[config.mk]
export PLATFORM = sky130hd
export DESIGN_NAME = until_monitor
export DESIGN_NICKNAME = d
export VERILOG_FILES = /design/src/rtl/until_mon_pkg.sv /design/src/rtl/until_mon_ch.sv /design/src/rtl/until_monitor.sv
export SDC_FILE = /design/constraint.sdc
export NUM_CORES = 1
export LEC_CHECK = 0
export CAP_MARGIN = 5
export CORE_ASPECT_RATIO = 0.9
export CORE_MARGIN = 2
export CORE_UTILIZATION = 48
export DETAILED_ROUTE_END_ITERATION = 16
export GPL_ROUTABILITY_DRIVEN = 0
export MAX_ROUTING_LAYER = met4
export PLACE_DENSITY = 0.8
export SLEW_MARGIN = 20
export SYNTH_ARGS = -nofsm -noshare
export SYNTH_HDL_FRONTEND = slang
export SYNTH_SLANG_ARGS = --single-unit
[constraint.sdc]
create_clock -name clk -period 3.5 [get_ports clk]
set_input_delay 0.7 -clock clk [delete_from_list [all_inputs] [get_ports clk]]
set_output_delay 0.7 -clock clk [all_outputs]
set_load 0.01 [all_outputs]
[src/rtl/until_mon_pkg.sv]
// -----------------------------------------------------------------------------
// until_mon_pkg
// Shared types for the "hold until release" runtime checker.
//   fail_code_t : failure cause reported per channel
//   state_t     : per-channel obligation state
//   popcount    : number of set bits in a 32-bit vector (0..32)
// -----------------------------------------------------------------------------
package until_mon_pkg;

  typedef enum logic [1:0] {
    NONE        = 2'd0,
    HOLD_DROP   = 2'd1,
    EOT_PENDING = 2'd2,
    TIMEOUT     = 2'd3
  } fail_code_t;

  typedef enum logic {
    IDLE  = 1'b0,
    ARMED = 1'b1
  } state_t;

  function automatic logic [5:0] popcount(input logic [31:0] v);
    logic [5:0] n;
    n = '0;
    for (int i = 0; i < 32; i++) n = n + 6'(v[i]);
    return n;
  endfunction

endpackage

[src/rtl/until_mon_ch.sv]
// -----------------------------------------------------------------------------
// until_mon_ch
// One checker channel: IDLE/ARMED FSM plus a wait counter. Decisions are
// computed combinationally from the sampled inputs and registered, so a
// pass/fail pulse appears at the same edge that samples the deciding inputs.
// Ports:
//   clk, rst_n : clock, asynchronous active-low reset
//   start      : attempt trigger (honoured only in IDLE)
//   hold       : left operand, must stay high while armed
//   rel        : release operand, ends the obligation with a pass
//   eot        : end-of-test, resolves a pending obligation
//   busy       : obligation open
//   pass, fail : registered one-cycle result pulses
//   fail_now   : unregistered fail decision for this edge
//   code_now   : unregistered failure cause for this edge
// -----------------------------------------------------------------------------
module until_mon_ch
  import until_mon_pkg::*;
#(
  parameter bit          STRONG   = 1'b0,
  parameter int unsigned MAX_WAIT = 0
) (
  input  logic       clk,
  input  logic       rst_n,
  input  logic       start,
  input  logic       hold,
  input  logic       rel,
  input  logic       eot,
  output logic       busy,
  output logic       pass,
  output logic       fail,
  output logic       fail_now,
  output fail_code_t code_now
);

  localparam int unsigned WAIT_W = (MAX_WAIT > 0) ? $clog2(MAX_WAIT + 1) : 1;
  localparam logic [WAIT_W-1:0] LAST_CNT = WAIT_W'((MAX_WAIT > 0) ? MAX_WAIT - 1 : 0);
  // Only strong channels with a nonzero bound can time out.
  localparam bit TIMED = STRONG && (MAX_WAIT > 0);

  state_t            state, state_nxt;
  logic [WAIT_W-1:0] wait_cnt, cnt_nxt;
  logic              eval;
  logic              pass_now;

  // An edge is evaluated when armed, or when a start arrives in IDLE.
  assign eval = (state == ARMED) || start;
  assign busy = (state == ARMED);

  // NOTE: sequential state uses non-blocking assignments so every register
  // samples pre-edge values regardless of process ordering.
  always_ff @(posedge clk or negedge rst_n) begin
    if (!rst_n) begin
      state    <= IDLE;
      wait_cnt <= '0;
      pass     <= 1'b0;
      fail     <= 1'b0;
    end else begin
      state    <= state_nxt;
      wait_cnt <= cnt_nxt;
      pass     <= pass_now;
      fail     <= fail_now;
    end
  end

  always_comb begin
    state_nxt = state;
    cnt_nxt   = wait_cnt;
    if (eval) begin
      if (pass_now || fail_now) begin
        state_nxt = IDLE;
        cnt_nxt   = '0;
      end else begin
        state_nxt = ARMED;
        cnt_nxt   = wait_cnt + 1'b1;
      end
    end
  end

  // Decision priority: release, hold drop, end-of-test, timeout.
  // NOTE: every output of a combinational block gets a default first so no
  // path leaves it unassigned and no latch is inferred.
  always_comb begin
    pass_now = 1'b0;
    fail_now = 1'b0;
    code_now = NONE;
    if (eval) begin
      if (rel) begin
        pass_now = 1'b1;
      end else if (!hold) begin
        fail_now = 1'b1;
        code_now = HOLD_DROP;
      end else if (eot) begin
        if (STRONG) begin
          fail_now = 1'b1;
          code_now = EOT_PENDING;
        end else begin
          pass_now = 1'b1;
        end
      end else if (TIMED && (wait_cnt == LAST_CNT)) begin
        fail_now = 1'b1;
        code_now = TIMEOUT;
      end
    end
  end

endmodule

[src/rtl/until_monitor.sv]
// -----------------------------------------------------------------------------
// until_monitor
// Multi-channel "hold until release" checker, weak or strong per channel.
// Ports:
//   clk, rst_n  : clock, asynchronous active-low reset
//   start       : per-channel attempt trigger
//   hold        : per-channel left operand (must stay high)
//   rel         : per-channel release operand (ends the obligation)
//   eot         : end-of-test, resolves all pending obligations
//   clr         : synchronous clear of totals, sticky_fail and fail_code
//   busy        : per-channel open obligation
//   pass, fail  : per-channel one-cycle result pulses
//   fail_code   : 2 bits per channel, cause of the last failure
//   sticky_fail : per-channel failure seen since reset/clr
//   pass_total, fail_total : saturating totals over all channels
// -----------------------------------------------------------------------------
module until_monitor
  import until_mon_pkg::*;
#(
  parameter int unsigned        NUM_CH      = 4,
  parameter logic [NUM_CH-1:0]  STRONG_MASK = '0,
  parameter int unsigned        MAX_WAIT    = 0,
  parameter int unsigned        CNT_W       = 16
) (
  input  logic                clk,
  input  logic                rst_n,
  input  logic [NUM_CH-1:0]   start,
  input  logic [NUM_CH-1:0]   hold,
  input  logic [NUM_CH-1:0]   rel,
  input  logic                eot,
  input  logic                clr,
  output logic [NUM_CH-1:0]   busy,
  output logic [NUM_CH-1:0]   pass,
  output logic [NUM_CH-1:0]   fail,
  output logic [2*NUM_CH-1:0] fail_code,
  output logic [NUM_CH-1:0]   sticky_fail,
  output logic [CNT_W-1:0]    pass_total,
  output logic [CNT_W-1:0]    fail_total
);

  localparam int unsigned       SUM_W   = CNT_W + 6;
  localparam logic [CNT_W-1:0]  CNT_MAX = '1;

  logic [NUM_CH-1:0] fail_now;
  fail_code_t        code_now [NUM_CH];

  for (genvar i = 0; i < NUM_CH; i++) begin : g_ch
    until_mon_ch #(
      .STRONG   (STRONG_MASK[i]),
      .MAX_WAIT (MAX_WAIT)
    ) u_ch (
      .clk      (clk),
      .rst_n    (rst_n),
      .start    (start[i]),
      .hold     (hold[i]),
      .rel      (rel[i]),
      .eot      (eot),
      .busy     (busy[i]),
      .pass     (pass[i]),
      .fail     (fail[i]),
      .fail_now (fail_now[i]),
      .code_now (code_now[i])
    );
  end

  // Cause and sticky flags update on the deciding edge, alongside fail.
  always_ff @(posedge clk or negedge rst_n) begin
    if (!rst_n) begin
      fail_code   <= '0;
      sticky_fail <= '0;
    end else if (clr) begin
      fail_code   <= '0;
      sticky_fail <= '0;
    end else begin
      sticky_fail <= sticky_fail | fail_now;
      for (int i = 0; i < NUM_CH; i++) begin
        if (fail_now[i]) fail_code[2*i +: 2] <= code_now[i];
      end
    end
  end

  // Totals accumulate the registered pulses, one edge after they appear.
  logic [SUM_W-1:0] pass_sum, fail_sum;
  logic [CNT_W-1:0] pass_sat, fail_sat;

  assign pass_sum = SUM_W'(pass_total) + SUM_W'(popcount(32'(pass)));
  assign fail_sum = SUM_W'(fail_total) + SUM_W'(popcount(32'(fail)));
  assign pass_sat = (pass_sum > SUM_W'(CNT_MAX)) ? CNT_MAX : pass_sum[CNT_W-1:0];
  assign fail_sat = (fail_sum > SUM_W'(CNT_MAX)) ? CNT_MAX : fail_sum[CNT_W-1:0];

  always_ff @(posedge clk or negedge rst_n) begin
    if (!rst_n) begin
      pass_total <= '0;
      fail_total <= '0;
    end else if (clr) begin
      pass_total <= '0;
      fail_total <= '0;
    end else begin
      pass_total <= pass_sat;
      fail_total <= fail_sat;
    end
  end

endmodule
Yosys cells after proc, flatten, opt, wreduce, memory -nomap -nowiden
Index checks and enable logic that the tools add are counted.
- register bits after elaboration: 56
- input port bits: 16
- output and inout port bits: 56
- add/sub/neg operators: 8
- $lt $le $gt $ge: 2
- multiplexer cells: 51
- bitwise operators: 1
- reduce and logical (&&, ||, !) cells: 12
- operators by type and width (operator ; count):
    $mux W16 ; 4
    $add A16 B4 Y17 ; 2
    $gt A17 B16 Y1 const B ; 2
    $mux W1 ; 33
    $mux W2 ; 12
    $add A3 B1 Y4 ; 2
    $logic_or A1 B1 Y1 ; 8
    $mux W8 ; 1
    $reduce_bool A2 Y1 ; 4
    $add A2 B1 Y3 ; 2
    $add A1 B1 Y2 ; 2
    $mux W4 ; 1
    $or A4 B4 Y4 ; 1

Longest topological paths before layout
Gate-level depths: netlist of run 1.
- depth in word-level cells: 7
- mapped depth: 10
- depth with buffers taken out: 9

By module
Synthesis of run 1 repeated with hierarchy kept, for this count alone.
- cell total of the unflattened synthesis: 257
- area, all modules: 2776.4 um^2
- by module, submodules not included (module ; times used ; cells an instance ; area an instance (um^2) ; sequential area each (um^2)):
    until_monitor ; 1 ; 213 ; 2270.9 ; 1101.1
    until_mon_ch ; 4 ; 11 ; 126.4 ; 75.1

Worst setup path before layout of run 1
Ideal clock, no wire load.
- kind: flip-flop to flip-flop
- start point: register fail_total[0]
- end point: register fail_total[10]
- setup time: 0.136 ns
- arrival time: 2.435 ns
- path slack: 0.929 ns
- cell stages (with the launch flop): 9
- cell sequence: dfrtp_1 fa_1 fa_1 fa_1 nand4_1 nor2_1 nand2_1 buf_2 a21oi_1
- cells in the longest elaborated chain, start to end: 4
- ends and longest elaborated chain (item ; line ; source):
    from (decl) ; until_monitor.sv:38 ; output logic [CNT_W-1:0] fail_total
    from (signal assigned) ; until_monitor.sv:100 ; fail_total <= fail_sat;
    $add A16 B4 Y17 * ; until_monitor.sv:87 ; assign fail_sum = SUM_W'(fail_total) + SUM_W'(popcount(32'(fail)));
    $gt A17 B16 Y1 ; until_monitor.sv:89 ; assign fail_sat = (fail_sum > SUM_W'(CNT_MAX)) ? CNT_MAX : fail_sum[CNT_W-1:0];
    $mux W16 * ; until_monitor.sv:89 ;
    $mux W16 * ; until_monitor.sv:95 ; end else if (clr) begin
Mark *: on every way between the ends. The rest lies on a longest branch, timed or not.
A chain may end at the register's enable or synchronous reset.

Worst setup path after layout of run 1
- start point: register fail_total[0]
- end point: register fail_total[12]
Same word-level chain as after synthesis.

==> results of run 1 <==
==> layout make-up <==
| class | count | area (sq um) |
|---|---|---|
| flip-flops and latches | 52 | 1300 |
| clock inverters | 2 | 15.0 |
| fillers | 450 | 1930 |
| inverters | 8 | 30.0 |
| clock buffers | 6 | 82.6 |
| repair buffers | 69 | 681 |
| well taps | 67 | 83.8 |
| multi-input cells | 170 | 1070 |
==> layer usage <==
metal  routed length [um]  track usage [%]  vias up
met1                 2470             28.3      980
met4                   69             7.34        0
met5                    0                -        -
met3                  377             4.46        8
met2                 2710             31.3       87
li1                     -                -      967
==> cells by family after synthesis <==
family                     after synthesis  synth area share (%)
DFF                                     52                  51.0
muxes                                    1                 0.392
and+or+nand+nor                         91                  18.3
xor gates and xnor gates                18                  6.17
buffers and inverters                   32                  7.50
other                                    1                 0.147
adders and majority gates                8                  5.68
AOI/OAI and AO/OA                       48                  10.9
==> metrics by stage <==
| step | std cells | total power [W] | hold WS (ns) | utilization (%) |
|---|---|---|---|---|
| after floorplan | 254 | 0.000800 | 0.404 | - |
| after global placement | 366 | 0.000905 | 0.481 | 61.0 |
| after detailed placement | 366 | 0.000913 | 0.494 | 61.0 |
| after CTS | 374 | 0.00128 | 0.516 | 62.9 |
| after global routing | 374 | 0.00133 | 0.540 | 62.9 |
| final | 374 | 0.00126 | 0.507 | 62.9 |
==> layout by cell type, fill, tap and decap left out, types with 5 or more instances in the layout <==
master           synthesis  final
a21oi_1                 29     29
a31oi_1                  5      5
clkbuf_8                 0      6
clkdlybuf4s50_1          0     66
dfrtp_1                 52     52
fa_1                     6      6
inv_1                    8      8
nand2_1                 10     10
nand3_1                  7      7
nand4_1                  6      6
nor2_1                  35     35
nor3_1                   9      9
nor4_1                   5      5
nor4b_1                  6      6
xnor2_1                 13     13
xor2_1                   5      5
==> registers in the layout, summed over array words and instances, names as in the netlist <==
| signal | count |
|---|---|
| g_ch.u_ch.fail | 4 |
| fail_total | 16 |
| pass_total | 16 |
| sticky_fail | 4 |
| g_ch.u_ch.pass | 4 |
| fail_code | 4 |
| g_ch.u_ch.busy | 4 |
==> power by group through the flow <==
| stage | Combinational [W] | Clock (W) | Sequential [W] |
|---|---|---|---|
| 2_1_floorplan | 0.000119 | 0 | 0.000682 |
| 3_3_place_gp | 0.000231 | 0 | 0.000674 |
| 3_5_place_dp | 0.000237 | 0 | 0.000676 |
| 4_1_cts | 0.000241 | 0.000371 | 0.000666 |
| 5_1_grt | 0.000271 | 0.000391 | 0.000672 |
| 6_report | 0.000238 | 0.000358 | 0.000667 |
==> tightest hold or removal path, stage by stage, from the launching register on <==
cell     delay, ns
dfrtp_1       0.35
nor2_1        0.05
nor2_1        0.07
==> cell usage after synthesis (all sizes together) <==
master | n | share of area (%)
nand3 | 7 | 1.4
inv | 8 | 1.2
buf | 20 | 5.7
nor4 | 5 | 1.2
nor2 | 35 | 5.1
a21oi | 29 | 5.7
or4 | 2 | 0.59
o21ai | 4 | 0.78
o31ai | 2 | 0.59
or2 | 1 | 0.25
o2111ai | 2 | 0.69
and3 | 2 | 0.59
o21bai | 1 | 0.29
xnor2 | 13 | 4.5
mux2i | 1 | 0.39
a311oi | 1 | 0.34
dfrtp | 52 | 51
conb | 1 | 0.15
nand2 | 10 | 1.5
clkbuf | 4 | 0.59
nor3 | 9 | 1.8
nor2b | 4 | 0.98
nor4b | 6 | 2.1
fa | 6 | 4.7
ha | 2 | 0.98
a31oi | 5 | 1.2
xor2 | 5 | 1.7
a211oi | 2 | 0.59
and4 | 1 | 0.34
or3 | 2 | 0.54
a31o | 2 | 0.69
nand4 | 7 | 2.0
==> path summary, 6_finish.rpt <==
kind                                start             end  slack [ns]  cells past startpoint
min                        sticky_fail[2]  sticky_fail[2]        0.51                      2
max                         fail_total[0]  fail_total[12]        0.67                      7
min reg2reg                sticky_fail[2]  sticky_fail[2]        0.51                      2
min in group asynchronous           rst_n  fail_total[15]        0.54                      1
max in group asynchronous           rst_n    fail_code[6]        2.26                      2
max reg2reg                 fail_total[0]  fail_total[12]        0.67                      7
==> key figures, run 1 <==
Power and ir drop
  • Clock Power Share: 28.4%
  • Peak VDD IR: 292 uV
  • Seq pwr share: 52.8%
  • Leak: 1.30 nW
  • Sw Share: 27.9%
  • Combinational power share: 18.8%
  • Pwr dens: 387 mW/mm^2
  • Int Power: 0.000911 W
  • Psw: 0.000352 W

Drt
  • Drt drc: 0
  • Drt initial violations: 129
  • Via density: 5.46
  • Routed via count: 2042
  • DRT antenna net count: 0
  • Drt first pass iters: 4
  • Per-cell routed wire length: 15.1 um
  • Total wire length: 5630 um

Timing
  • Setup TNS: 0 ns
  • Fmax: 353 MHz
  • Final Cycle Share: 80.9%
  • RSZ-0062 raised after global routing: false
  • Final setup vio count: 0
  • Final min period: 2.83 ns
  • Slew Limit Fails: 0
  • Final hold vios: 0
  • Worst-margin pin slew: 0.974 ns
  • Clk_skew: 0.00295 ns
  • Slew HR: 35.1%
  • Fin worst setup slack: 0.670 ns

Clock network
  • Setup repair bufs after CTS: 0
  • Gates resized, CTS repair: 0
  • H-tree levels: 2
  • Clock sink count: 52
  • CTS clk-pin slew, worst paths: 0.09 ns
  • Worst skew pair latency: 0.30 ns
  • Num CTS Buffers: 5
  • Hold_buf cts: 0
  • CTS tree: done
  • Clock root buffer: clkbuf_8
  • Clock tree buffer depth: 2

Placement
  • Placed cell areas: 0.00317 sq mm
  • Detailed Place HPWL: 4010 um
  • IO Port Bufs: 67
  • DP Worst Slack: 0.688 ns

Critical path
  • CP max stage cell: fa_1
  • Crit-path max cell delay: 0.52 ns
  • Worst Path Buf+Inv: 0
  • Critical Path AT: 2.99 ns
  • CP most frequent cell: fa_1
  • Top Family by Delay on Critical Path: adder cells
  • CP max FO: 11
  • Crit-path cells: fa_1, fa_1, fa_1, nand4_1, nor2_1, nand2_1, a21oi_1
  • Type of origin of the critical path: register
  • Critical path class: register to register
  • Crit. End Element: register
  • Required @ worst endpoint: 3.66 ns

Cells and area
  • Fraction of layout cells with a size suffix above 1: 5.54%
  • Final instance area: 0.00327 sq mm
  • Layout area overhead: 27.9%
  • Antenna cells: 0
  • Fin nets: 330

Synth
  • #FFs+latches synth: 52
  • Mapped Area: 0.00255 sq mm
  • Warnings, synthesis: 0
  • Syn Area/Cell: 10.2 sq um
  • Post-Syn Instances: 251
  • Post-synthesis sequential area ratio: 51.0%
  • Synth cell types: 36

Floorplan
  • Ports: 72
  • Die width: 80.9 um
  • CORE AREA: 0.00519 sq mm
  • Die ar.: 0.00592 sq mm
  • Initial Util: 49.2%
  • Floorplan row count: 25
  • Die Y: 73.2 um

Global route
  • Global-route wire length before repair: 9140 um
  • Grt total ovfl: 0
  • Pin count of the biggest net entering global routing: 45
  • GRT Total Usage: 20.9%
  • Via count of the first global-routing pass: 1963
  • Initial antenna violation count: 0

Status
  • Status: completed

Worst hold path
  • Hold Crit Class: register to register

Flow run
  • Max_cap viols: 0
Note: power is estimated with default switching activity, not from simulation.
==> run 2, diff against run 1 <==
- CORE_UTILIZATION: 48 -> 43
- PLACE_DENSITY: 0.8 -> 0.76
- clock period: 3.5 -> 2.4 ns (I/O delays scaled with it)
==> key figures, run 2 (synthesized netlist as in run 1, its figures left out) <==
Global route
  • Via count of the first global-routing pass: 2179
  • Pin count of the biggest net entering global routing: 41
  • Global-route wire length before repair: 10400 um
  • GRT Total Usage: 20.4%
  • Grt total ovfl: 0
  • Initial antenna violation count: 0

Timing
  • Fmax: 403 MHz
  • Worst-margin pin slew: 0.647 ns
  • Fin worst setup slack: -0.0793 ns
  • Slew HR: 56.5%
  • Clk_skew: 0.00512 ns
  • Setup TNS: -0.600 ns
  • Final Cycle Share: 103%
  • Final min period: 2.48 ns
  • RSZ-0062 raised after global routing: true
  • Final hold vios: 0
  • Slew Limit Fails: 0
  • Final setup vio count: 16

Clock network
  • CTS clk-pin slew, worst paths: 0.09 ns
  • Hold_buf cts: 0
  • CTS tree: done
  • Clock sink count: 52
  • Worst skew pair latency: 0.30 ns
  • H-tree levels: 2
  • Clock tree buffer depth: 2
  • Clock root buffer: clkbuf_8
  • Num CTS Buffers: 5

Flow run
  • Max_cap viols: 0

Floorplan
  • Die width: 85.2 um
  • Die Y: 77.1 um
  • Die ar.: 0.00657 sq mm
  • Floorplan row count: 26
  • CORE AREA: 0.00569 sq mm
  • Ports: 72
  • Initial Util: 44.9%

Critical path
  • FF-to-FF Start: pass_total[0]
  • Crit. End Element: register
  • CP max FO: 5
  • Required @ worst endpoint: 2.63 ns
  • Type of origin of the critical path: register
  • Reg2reg path depth: 10
  • Critical path class: register to register
  • Reg2reg end: pass_total[10]
  • Setup slack, reg-to-reg: -0.08 ns
  • Critical Path AT: 2.71 ns

Cells and area
  • Commonest cells after routing, fill and taps aside: clkdlybuf4s50_1 (66), dfrtp_1 (52), nor2_1 (32)
  • Commonest non-fill, non-tap cell in the layout: clkdlybuf4s50_1
  • Fin nets: 352
  • Post-Route Utilization: 62.5%
  • Final non-filler cell total: 397
  • Layout area overhead: 39.3%
  • Antenna cells: 0
  • Layout fillers: 482
  • Fraction of layout cells with a size suffix above 1: 17.4%
  • Top Registers: fail_total (16), pass_total (16)

Power and ir drop
  • Pwr dens: 550 mW/mm^2
  • Combinational power share: 20.4%
  • Psw: 0.000526 W
  • Leak: 1.47 nW
  • Sw Share: 26.9%
  • Peak VDD IR: 464 uV
  • Int Power: 0.00143 W
  • Clock Power Share: 29.9%
  • Seq pwr share: 49.7%

Placement
  • Placed insts: 384
  • Detailed Place HPWL: 4300 um
  • IO Port Bufs: 67
  • DP Worst Slack: -0.0962 ns

Drt
  • Total wire length: 6320 um
  • Via density: 5.52
  • Drt first pass iters: 4
  • DRT antenna net count: 0
  • Routed via count: 2192
  • Per-cell routed wire length: 15.9 um
  • Drt initial violations: 89
  • Drt drc: 0

Status
  • Status: finished with violations
  • Failing checks: setup timing

Worst hold path
  • Hold Crit Class: primary input to async pin
## run 2: cell count changes in the layout (fill, tap and decap cells not counted), moves of 3 or more
cell    delta
nor3_1     -3
nor2_1     -3
fa_1       -4
nor4_1     -3
buf_4     +16
fa_2       +4
buf_6      +6
## run 2: critical path: stages, from the launching register on
cell,delay (ns)
dfrtp_1,0.41
fa_1,0.55
inv_2,0.04
fa_2,0.34
inv_2,0.07
fa_2,0.20
buf_4,0.11
nand4_1,0.10
or2_4,0.28
buf_6,0.14
a21oi_1,0.16
## run 2: final cells by class
cell class	instances	area (sq um)	share of cell area, %
clock buffer	5	68.8	1.93
multi-input combinational	170	1170	32.9
tap	70	87.6	2.46
sequential	52	1300	36.6
clock inverter	1	30.0	0.844
timing repair buffer	91	868	24.4
inverter	8	30.0	0.844
## run 2: layer usage
metal	track usage (%)	wire (um)	up-vias
met5	-	0	-
met4	7.78	123	0
met3	2.69	227	11
met2	32.5	3170	71
met1	26.6	2810	1097
li1	-	-	1013
## run 2: worst max-delay path by stage
stage / slack, ns / to / startpoint
after detailed placement: -0.1 / pass_total[10] / pass_total[0]
after floorplan: 0.0006 / pass_total[12] / pass_total[0]
final: -0.08 / pass_total[10] / pass_total[0]
after global placement: 0.006 / pass_total[10] / pass_total[0]
after global routing: -0.17 / pass_total[12] / pass_total[0]
after CTS: -0.06 / pass_total[10] / pass_total[0]
## run 2: repair_timing
item                       CTS  global route
hold endpoints to repair     0             0
cloned                       0             1
setup buffers                3             3
resized for setup            7            20
setup endpoints to repair    6            29
pin swaps                    7             8
## run 2: metrics by stage
step | power [W] | hold WS (ns) | instance area, sq um
after CTS | 0.00195 | 0.105 | 3450
after global placement | 0.00135 | 0.441 | 3300
final | 0.00196 | 0.0956 | 3560
after floorplan | 0.00117 | 0.184 | 2580
after global routing | 0.00206 | 0.112 | 3560
after detailed placement | 0.00137 | 0.441 | 3300
## run 2: power groups by stage
stage                     Clock (W)  Combinational (W)  Sequential (W)
after floorplan                   0           0.000178        0.000994
after global placement            0           0.000368        0.000986
after detailed placement          0           0.000383        0.000988
after CTS                  0.000593           0.000387        0.000973
after global routing       0.000634           0.000443        0.000980
final                      0.000584           0.000400        0.000973
==> run 3, diff against run 2 <==
- CORE_ASPECT_RATIO: 0.9 -> 1.2
- CORE_UTILIZATION: 43 -> 40
- PLACE_DENSITY: 0.76 -> 0.71
- SLEW_MARGIN: 20 -> 40
==> key figures, run 3 (synthesized netlist as in run 1, its figures left out) <==
Timing
  • Final min period: 2.56 ns
  • Slew Limit Fails: 0
  • Final hold vios: 0
  • Final setup vio count: 12
  • Final Cycle Share: 107%
  • Fmax: 390 MHz
  • RSZ-0062 raised after global routing: true
  • Fin worst setup slack: -0.163 ns
  • Worst-margin pin slew: 0.721 ns
  • Slew HR: 51.6%
  • Clk_skew: 0.0109 ns
  • Setup TNS: -0.483 ns

Cells and area
  • Top Registers: fail_total (16), pass_total (16)
  • Fin nets: 353
  • Commonest non-fill, non-tap cell in the layout: clkdlybuf4s50_1
  • Fraction of layout cells with a size suffix above 1: 17.6%
  • Antenna cells: 0
  • Commonest cells after routing, fill and taps aside: clkdlybuf4s50_1 (66), dfrtp_1 (52), nor2_1 (34)
  • Layout area overhead: 40.4%

Power and ir drop
  • Total power: 0.00187 W
  • Sw Share: 28.1%
  • Clock Power Share: 26.5%
  • Pwr dens: 521 mW/mm^2
  • Leak: 1.50 nW
  • Seq pwr share: 51.9%
  • Peak VDD IR: 334 uV
  • Int Power: 0.00134 W
  • Combinational power share: 21.6%
  • Psw: 0.000524 W

Critical path
  • Crit. End Element: register
  • Type of origin of the critical path: register
  • Critical Path AT: 2.73 ns
  • CP most frequent cell: fa_2
  • Critical path class: register to register
  • Crit-path cells: fa_1, inv_1, fa_2, inv_2, fa_2, nand4_1, buf_4, nor3_4, xnor2_1, a21oi_1
  • Top Family by Delay on Critical Path: adder cells
  • CP max stage cell: fa_1
  • Required @ worst endpoint: 2.57 ns
  • Worst Path Buf+Inv: 3
  • Crit-path max cell delay: 0.54 ns
  • CP max FO: 4

Drt
  • Drt drc: 0
  • Via density: 5.13
  • DRT antenna net count: 0
  • Routed via count: 2115
  • Per-cell routed wire length: 14.4 um
  • Drt first pass iters: 4
  • Total wire length: 5940 um
  • Drt initial violations: 117

Worst hold path
  • Hold Crit Class: primary input to async pin

Placement
  • DP Worst Slack: -0.0720 ns
  • IO Port Bufs: 67
  • Detailed Place HPWL: 3980 um

Clock network
  • Num CTS Buffers: 5
  • CTS clk-pin slew, worst paths: 0.10 ns
  • Hold_buf cts: 0
  • Worst skew pair latency: 0.30 ns
  • Clock tree buffer depth: 2
  • Clock sink count: 52
  • Clock root buffer: clkbuf_8
  • CTS tree: done
  • H-tree levels: 2

Floorplan
  • Die ar.: 0.00704 sq mm
  • Initial Util: 41.9%
  • Floorplan row count: 31
  • Die Y: 91.5 um
  • Die width: 76.9 um
  • Ports: 72
  • CORE AREA: 0.00609 sq mm

Global route
  • Grt total ovfl: 0
  • Via count of the first global-routing pass: 1980
  • Global-route wire length before repair: 9200 um
  • Initial antenna violation count: 0
  • Pin count of the biggest net entering global routing: 53
  • GRT Total Usage: 16.8%

Status
  • Failing checks: setup timing
  • Status: finished with violations

Flow run
  • Max_cap viols: 0
==> run 3: changes by cell type in the layout (fill, tap and decap cells not counted), moves of 2 or more <==
cell      previous run  this run
buf_12               0         2
clkinv_2             0         2
nor3_2               2         0
buf_6                6         4
a21oi_2              1         3
a21oi_1             28        26
nor2_1              32        34
==> run 3: metrics by stage <==
stage	utilization [%]	hold slack [ns]	area, sq um	std cells
2_1_floorplan	-	0.184	2580	254
3_3_place_gp	54.5	0.479	3320	393
3_5_place_dp	54.5	0.489	3320	393
4_1_cts	57.0	0.157	3470	407
5_1_grt	58.9	0.153	3580	412
6_report	58.9	0.145	3580	412
==> run 3: repair_timing <==
action	in CTS	in global routing
endpoints found under the setup margin	17	32
pin swaps	7	8
setup buffers	6	4
resized for setup	4	20
gates cloned	0	1
==> run 3: area by class of cell <==
type | instances | area (sq um)
Fill cell | 529 | 2500
Sequential cell | 52 | 1300
Multi-Input combinational cell | 170 | 1170
Timing Repair Buffer | 92 | 893
Tap cell | 82 | 103
Clock buffer | 5 | 68.8
Inverter | 8 | 30.0
Clock inverter | 3 | 18.8
==> run 3: worst reg2reg max path: stages (launching register included) <==
cell	delay [ns]
dfrtp_1	0.41
fa_1	0.54
inv_1	0.05
fa_2	0.35
inv_2	0.07
fa_2	0.19
nand4_1	0.22
buf_4	0.24
nor3_4	0.16
xnor2_1	0.14
a21oi_1	0.08
==> run 3: layer usage <==
metal / GRT usage [%] / up-vias / wire (um)
met5: - / - / 0
met4: 5.61 / 0 / 42
met3: 3.38 / 2 / 244
met2: 27.7 / 54 / 3140
met1: 20.6 / 1048 / 2510
li1: - / 1011 / -
==> run 3: final timing paths <==
check                          startpoint  cells after the start                 to  slack [ns]
max                         pass_total[0]                     10     pass_total[12]       -0.16
min                                 rst_n                      2      fail_total[6]        0.15
max reg2reg                 pass_total[0]                     10     pass_total[12]       -0.16
min reg2reg                sticky_fail[2]                      2     sticky_fail[2]        0.51
max in group asynchronous           rst_n                      2  g_ch[3].u_ch.pass        1.98
min in group clk           sticky_fail[2]                      2     sticky_fail[2]        0.51
==> run 3: power by group through the flow <==
stage | clock [W] | sequential (W) | combinational [W]
after floorplan | 0 | 0.000994 | 0.000178
after CTS | 0.000516 | 0.000970 | 0.000390
after detailed placement | 0 | 0.000986 | 0.000380
final | 0.000494 | 0.000969 | 0.000403
after global routing | 0.000543 | 0.000977 | 0.000447
after global placement | 0 | 0.000984 | 0.000370
